===== src/rtl/btb_tagged.sv =====
// Tagged direct-mapped branch target buffer with 2-bit saturating direction counters.
// The lookup index/tag is registered and the outputs read the arrays directly, so updates are visible write-first.
module btb_tagged #(
  parameter int ADDR_W  = 32,
  parameter int INDEX_W = 6
) (
  input  logic              Clk,
  input  logic              Rst_n,
  input  logic              FetchEn,
  input  logic [ADDR_W-1:0] FetchPC,
  output logic              Hit,
  output logic              PredTaken,
  output logic [ADDR_W-1:0] PredTarget,
  input  logic              UpdValid,
  input  logic [ADDR_W-1:0] UpdPC,
  input  logic              UpdTaken,
  input  logic [ADDR_W-1:0] UpdTarget,
  input  logic              Flush
);
  localparam int TAG_W = ADDR_W - 2 - INDEX_W;
  localparam int DEPTH = 1 << INDEX_W;

  logic [DEPTH-1:0]        r_valid;
  logic [DEPTH-1:0][1:0]   r_ctr;
  logic [TAG_W-1:0]        r_tag [DEPTH];
  logic [ADDR_W-1:0]       r_tgt [DEPTH];
  logic [INDEX_W-1:0]      r_lidx;
  logic [TAG_W-1:0]        r_ltag;

  logic [INDEX_W-1:0]      w_uidx;
  logic [TAG_W-1:0]        w_utag;
  logic                    w_umatch;
  logic                    w_wr;
  logic                    w_unused;

  assign w_uidx   = UpdPC[INDEX_W+1:2];
  assign w_utag   = UpdPC[ADDR_W-1:INDEX_W+2];
  assign w_umatch = r_valid[w_uidx] && (r_tag[w_uidx] == w_utag);
  // Both a taken match and a taken miss write tag/target; on a match the tag is unchanged.
  assign w_wr     = Rst_n && UpdValid && UpdTaken && !Flush;
  assign w_unused = ^{FetchPC[1:0], UpdPC[1:0]};

  always_ff @(posedge Clk or negedge Rst_n) begin
    if (!Rst_n) begin
      r_valid <= '0;
      r_ctr   <= {DEPTH{2'b01}};
      r_lidx  <= '0;
      r_ltag  <= '0;
    end else begin
      if (FetchEn) begin
        r_lidx <= FetchPC[INDEX_W+1:2];
        r_ltag <= FetchPC[ADDR_W-1:INDEX_W+2];
      end
      // Flush wins: a same-cycle update is dropped entirely.
      if (Flush) begin
        r_valid <= '0;
      end else if (UpdValid) begin
        if (w_umatch) begin
          if (UpdTaken)
            r_ctr[w_uidx] <= (r_ctr[w_uidx] == 2'b11) ? 2'b11 : r_ctr[w_uidx] + 2'd1;
          else
            r_ctr[w_uidx] <= (r_ctr[w_uidx] == 2'b00) ? 2'b00 : r_ctr[w_uidx] - 2'd1;
        end else if (UpdTaken) begin
          r_valid[w_uidx] <= 1'b1;
          r_ctr[w_uidx]   <= 2'b10;
        end
      end
    end
  end

  // Payload arrays carry no reset; valid gates every use of them.
  always_ff @(posedge Clk) begin
    if (w_wr) begin
      r_tag[w_uidx] <= w_utag;
      r_tgt[w_uidx] <= UpdTarget;
    end
  end

  always_comb begin
    Hit        = r_valid[r_lidx] && (r_tag[r_lidx] == r_ltag);
    PredTaken  = Hit && r_ctr[r_lidx][1];
    PredTarget = Hit ? r_tgt[r_lidx] : '0;
  end
endmodule

===== config.mk =====
export PLATFORM = sky130hd
export DESIGN_NAME = btb_tagged
export DESIGN_NICKNAME = d
export VERILOG_FILES = /design/src/rtl/btb_tagged.sv
export SDC_FILE = /design/constraint.sdc
export NUM_CORES = 2
export LEC_CHECK = 0
export ABC_AREA = 0
export ABC_CLOCK_PERIOD_IN_PS = 13050
export BUFFER_PORTS_ARGS = -buffer_cell sky130_fd_sc_hd__buf_4
export CORE_MARGIN = 2
export CORE_UTILIZATION = 45
export DETAILED_ROUTE_END_ITERATION = 10
export PLACE_DENSITY = 0.59
export SETUP_SLACK_MARGIN = 0.3
export SLEW_MARGIN = 5
export SYNTH_ARGS = -nofsm -noshare
export SYNTH_HDL_FRONTEND = slang
export SYNTH_SLANG_ARGS = --single-unit
export TNS_END_PERCENT = 1

===== constraint.sdc =====
create_clock -name Clk -period 13.05 [get_ports Clk]
set_clock_uncertainty 0.1 [all_clocks]
set_input_delay 1.9575 -clock Clk [delete_from_list [all_inputs] [get_ports Clk]]
set_output_delay 1.9575 -clock Clk [all_outputs]
set_load 0.005 [all_outputs]

**Yosys cells after proc, flatten, opt, wreduce, memory -nomap -nowiden**

Memory sizes are Yosys's and may differ from the RTL's.
Index checks and enable logic that the tools add are counted.

- Add/sub/neg operators: 2
- Magnitude comparators: 3
- Eq/ne operators: 4
- Muxes and demuxes: 26
- Bitwise gates (word level): 5
- Reductions and logical operators: 14

Operator list:

| kind | number |
|---|---|
| $mux W128 | 3 |
| $bwmux W128 | 2 |
| $mux W64 | 4 |
| $or A64 B64 Y64 | 2 |
| $and A64 B64 Y64 | 1 |
| $not A64 Y64 | 1 |
| $eq A24 B24 Y1 | 2 |
| $mux W32 | 1 |
| $bmux W2 S6 | 2 |
| $lt A6 B7 Y1 const B | 2 |
| $bmux W1 S6 | 2 |
| $demux W2 S6 | 1 |
| $mux W2 | 5 |
| $logic_and A1 B1 Y1 | 7 |
| $demux W1 S6 | 1 |
| $ge A6 B1 Y1 const B | 1 |
| $reduce_and A3 Y1 | 2 |
| $reduce_bool A2 Y1 | 3 |
| $mux W1 | 5 |
| $add A2 B1 Y2 const B | 1 |
| $eq A2 B2 Y1 const B | 1 |
| $logic_not A2 Y1 | 1 |
| $ne A2 B2 Y1 const B | 1 |
| $sub A2 B1 Y2 const B | 1 |
| other kinds (2) | 2 |

- Register bits after elaboration: 222
- Bits in writable memories: 3584
- Input bits: 102
- Memories: 2

Memories:

| memory | depth | bits a word | read ports | clocked after memory_dff | write ports | line | RTL |
|---|---|---|---|---|---|---|---|
| r_tgt | 64 | 32 | 1 | 0 | 1 | 26 | `logic [ADDR_W-1:0] r_tgt [DEPTH];` |
| r_tag | 64 | 24 | 2 | 0 | 1 | 25 | `logic [TAG_W-1:0] r_tag [DEPTH];` |

**Longest topological paths before layout**

- Depth in word-level cells: 9
- Mapped depth: 20
- Mapped depth without buffers: 10

**Worst setup path after synthesis**

No wires, ideal clock.

- Path kind: input to register
- From: input UpdPC[6]
- To: memory r_tag[59][0] (netlist bit) (enable)
- Data arrival time: 7448 ps
- Data required time: 12411 ps
- Setup slack: 4963 ps
- Stages: 8
- Path buffers: 5
- Cell sequence: clkbuf_1 > and3_1 > clkbuf_1 > clkbuf_1 > clkbuf_1 > buf_1 > nand2_1 > nor3_1

RTL lines:

| what | line | RTL |
|---|---|---|
| start: declaration | 15 | `input logic [ADDR_W-1:0] UpdPC,` |
| end: declaration | 25 |  |

No word-level cell before the write port.

**Worst setup path in the final report**

- From: register r_lidx[0]
- To: output PredTarget[29]

- Cells in the longest elaborated chain, start to end: 4
- Elaborated cells on any way between the ends: 7

Ends and longest elaborated chain:

| what | line | RTL |
|---|---|---|
| start: declaration | 27 | `logic [INDEX_W-1:0] r_lidx;` |
| start signal: assignment | 51 | `r_lidx <= FetchPC[INDEX_W+1:2];` |
| $mem_v2 Z64 W24 / $bmux W1 S6 (equally long branches) | -- |  |
| $eq A24 B24 Y1 / $mux W1 (equally long branches) | 80 | `Hit = r_valid[r_lidx] && (r_tag[r_lidx] == r_ltag);` |
| $logic_and A1 B1 Y1 | 80 |  |
| $mux W32 * | 82 | `PredTarget = Hit ? r_tgt[r_lidx] : '0;` |
| end: declaration | 13 | `output logic [ADDR_W-1:0] PredTarget,` |

Every way passes the cells marked *; elsewhere a longest branch is shown, timed or not. The select of a mux whose other input is x is not followed.

==> impl_metrics.toml <==
[detailed_routing]
num_vias = 90100
drt_iter0_drc = 14100
wl_per_cell_um = 41.7
drc = 0
drt_pass1_iterations = 9
drt_wl_total_mm = 544
ant_nets = 0
viasPerCell = 6.90

[synthesis]
netlist_top_cells_count = "edfxtp_1, mux4_2, mux2i_1, clkbuf_1, nor2_1"
synth_top_area_cell = "edfxtp_1"
synth-seq-cells = 3806
async_flop_share_pct = 5.83
syn_inst = 7709
synth_fp_nets = 7811
synth_edf_count = 3584
synth_top_area_share_pct = 66.3
synth_most_common_cell = "edfxtp_1"
synthTopCellsByArea = "edfxtp_1, mux4_2, dfrtp_1"
synth_cell_types = 92
syn_area_sq_um = 162000
synth_area_per_cell_sq_um = 21.0
yosys_warnings = 0
seq_area_frac_synth_pct = 69.8
synth-main-ff-cell = "edfxtp_1"

[timing]
relSlewSlack_pct = 4.13
tightest_slew_ns = 1.44
slew_violations = 0
min_period_ns = 10.47
rsz0062_at_grt = "no"
finalSetupViolations = 0
fin_tns_setup_ns = 0
hold_viol_final = 0
hold_ws_ns = 0.408
period_share_pct = 80.3
max_freq_mhz = 95.5

[status]
run_status = "complete, no violations"

[clock_network]
clk_pin_slew_ns = 0.06
worstSkewPairLatency_ns = 1.00
post_cts_buffers = 0
cts_sinks = 3806
cts_resized = 0
cts_tree = "built"
root_buffer = "clkbuf_16"
postCtsHoldBufs = 0
htree_levels = 5
clock_path_buffers = 4
cts_buffers = 401

[power]
ir_drop_v = 0.000134
power_leakage_nw = 57.8
power_density_nw_per_um2 = 149
total_power_mw = 27.2

[job]
cap_violations = 0

[finish]
regArea_sq_um = 113000
multi_input_area_sq_um = 46600
n_fill_cell = 28400
fin_nets = 8033
area_growth_pct = 12.3
final_area_sq_um = 182000
layout-drive-gt1-share_pct = 33.3

[die]
fp.dieArea_sq_um = 365000
start_util_pct = 45.2
die_h_um = 604
coreArea_sq_um = 359000
io_pins = 136
die_w_um = 604
rows = 220

[global_routing]
grt_overflow_total = 0
grt_pass1_vias = 89100
grt_max_degree = 122
grt_pass1_wl_mm = 742
antenna_found_initial = 36
grtUsageTotal_pct = 29.5

[critical_path]
critPathCaptureType = "output port"
start_kind = "flop"
crit_start = "r_lidx[0]"
r2r_cells = 12
cp_max_fo = 34
worst_ep_required_time_ns = 10.99
r2r-start = "r_tag[35][4]"
timing.rr.end = "r_ctr[25]"
critPathKind = "reg -> out"
arrival_ns = 8.42
r2r_slack_ns = 7.40

[placement]
port_buffers = 131
gp_congestion = 0.868
placed_cell_area_sq_um = 169000
dp_hpwl_mm = 300

[min_path]
worstHoldEndpoint = "r_ctr[122]"
hold_depth = 2
hp-start = "r_ctr[122]"
hold_class = "reg -> reg"
[cell usage in the layout, fill, tap and decap left out, drive strengths merged, types with 18 or more instances in the layout]
cell    synthesis  final
a31oi          33     33
a22oi         163    163
dfrtp         158    158
nor2          192    192
clkinv          0    165
nand4          53     53
mux4         1391   1391
diode           0     21
nand3         123    123
buf           311    407
nor3           27     27
a41oi          25     25
clkbuf        277    510
o22ai          64     64
dfstp          64     64
a211oi         23     23
xnor2          21     21
mux2          198    198
a221oi         89     89
inv            20     35
edfxtp       3584   3584
nor2b          42     42
a22o           36     36
a21oi          74     74
o221ai         22     22
o31ai          37     37
nand2         104    104
bufinv          0     39
mux2i         296    296
nand3b         18     18
o21ai          62     62
[power by group]
group / internal [mW] / total, mW / switching [mW]
clock network: 6.52 / 11.4 / 4.87
logic: 1.03 / 2.38 / 1.35
registers: 13.4 / 13.5 / 0.0762
total: 20.9 / 27.2 / 6.29
[metal layers]
metal  wire length (um)  vias to the layer above  global-route usage [%]
met4              29500                       18                    14.0
met2             252000                     5919                    46.0
met3              56300                     1325                    6.23
met5                105                        -                       0
met1             206000                    49000                    40.1
li1                   -                    33800                       -
[critical path: stages, from the launching register on]
cell and delay (ns):
dfrtp_4 0.94, buf_4 0.44, buf_4 0.66, mux4_2 0.61, mux4_2 0.49, mux4_2 0.53, xnor2_1 0.59, nand4_1 0.43
nor3_1 0.56, nand4_1 0.59, buf_4 0.55, a211oi_1 0.62, buf_4 0.22
[per-stage QoR]
step	setup slack, ns	utilization [%]	cells
6_report	2.58	50.8	13100
2_1_floorplan	4.96	-	7709
3_3_place_gp	3.67	47.1	12300
4_1_cts	2.62	50.7	13000
5_1_grt	2.49	50.8	13000
3_5_place_dp	3.72	47.1	12300
[sequential cells by signal (all words and copies together) (netlist names)]
name,cells
r_ctr,128
r_tgt,2048
r_tag,1536
r_lidx,6
r_ltag,24
r_valid,64
[how the worst max path moves through the flow]
stage	cells past startpoint	end	slack, ns
after floorplan	8	r_tag[59][0]	4.96
after global placement	12	PredTarget[29]	3.67
after detailed placement	12	PredTarget[29]	3.72
after CTS	12	PredTarget[29]	2.62
after global routing	12	PredTarget[29]	2.49
final	12	PredTarget[29]	2.58
[kinds of logic after synthesis]
kind of cell | after synthesis | share of synthesized area (%)
flops | 3806 | 69.8
mux | 1885 | 22.6
compound gates | 721 | 3.54
simple gates | 654 | 2.06
fa+ha+maj | 1 | 0.00617
buf+inv | 608 | 1.83
xor+xnor | 34 | 0.184
[final cells by class]
type	count	area share, %
sequential	3806	62.2
multi-input combinational	3295	25.6
clock buffer	510	5.82
tap	4773	3.28
timing repair buffer	407	1.81
clock inverter	226	1.27
inverter	20	0.0426
antenna	21	0.0288
(Power assumes the default switching activity.)
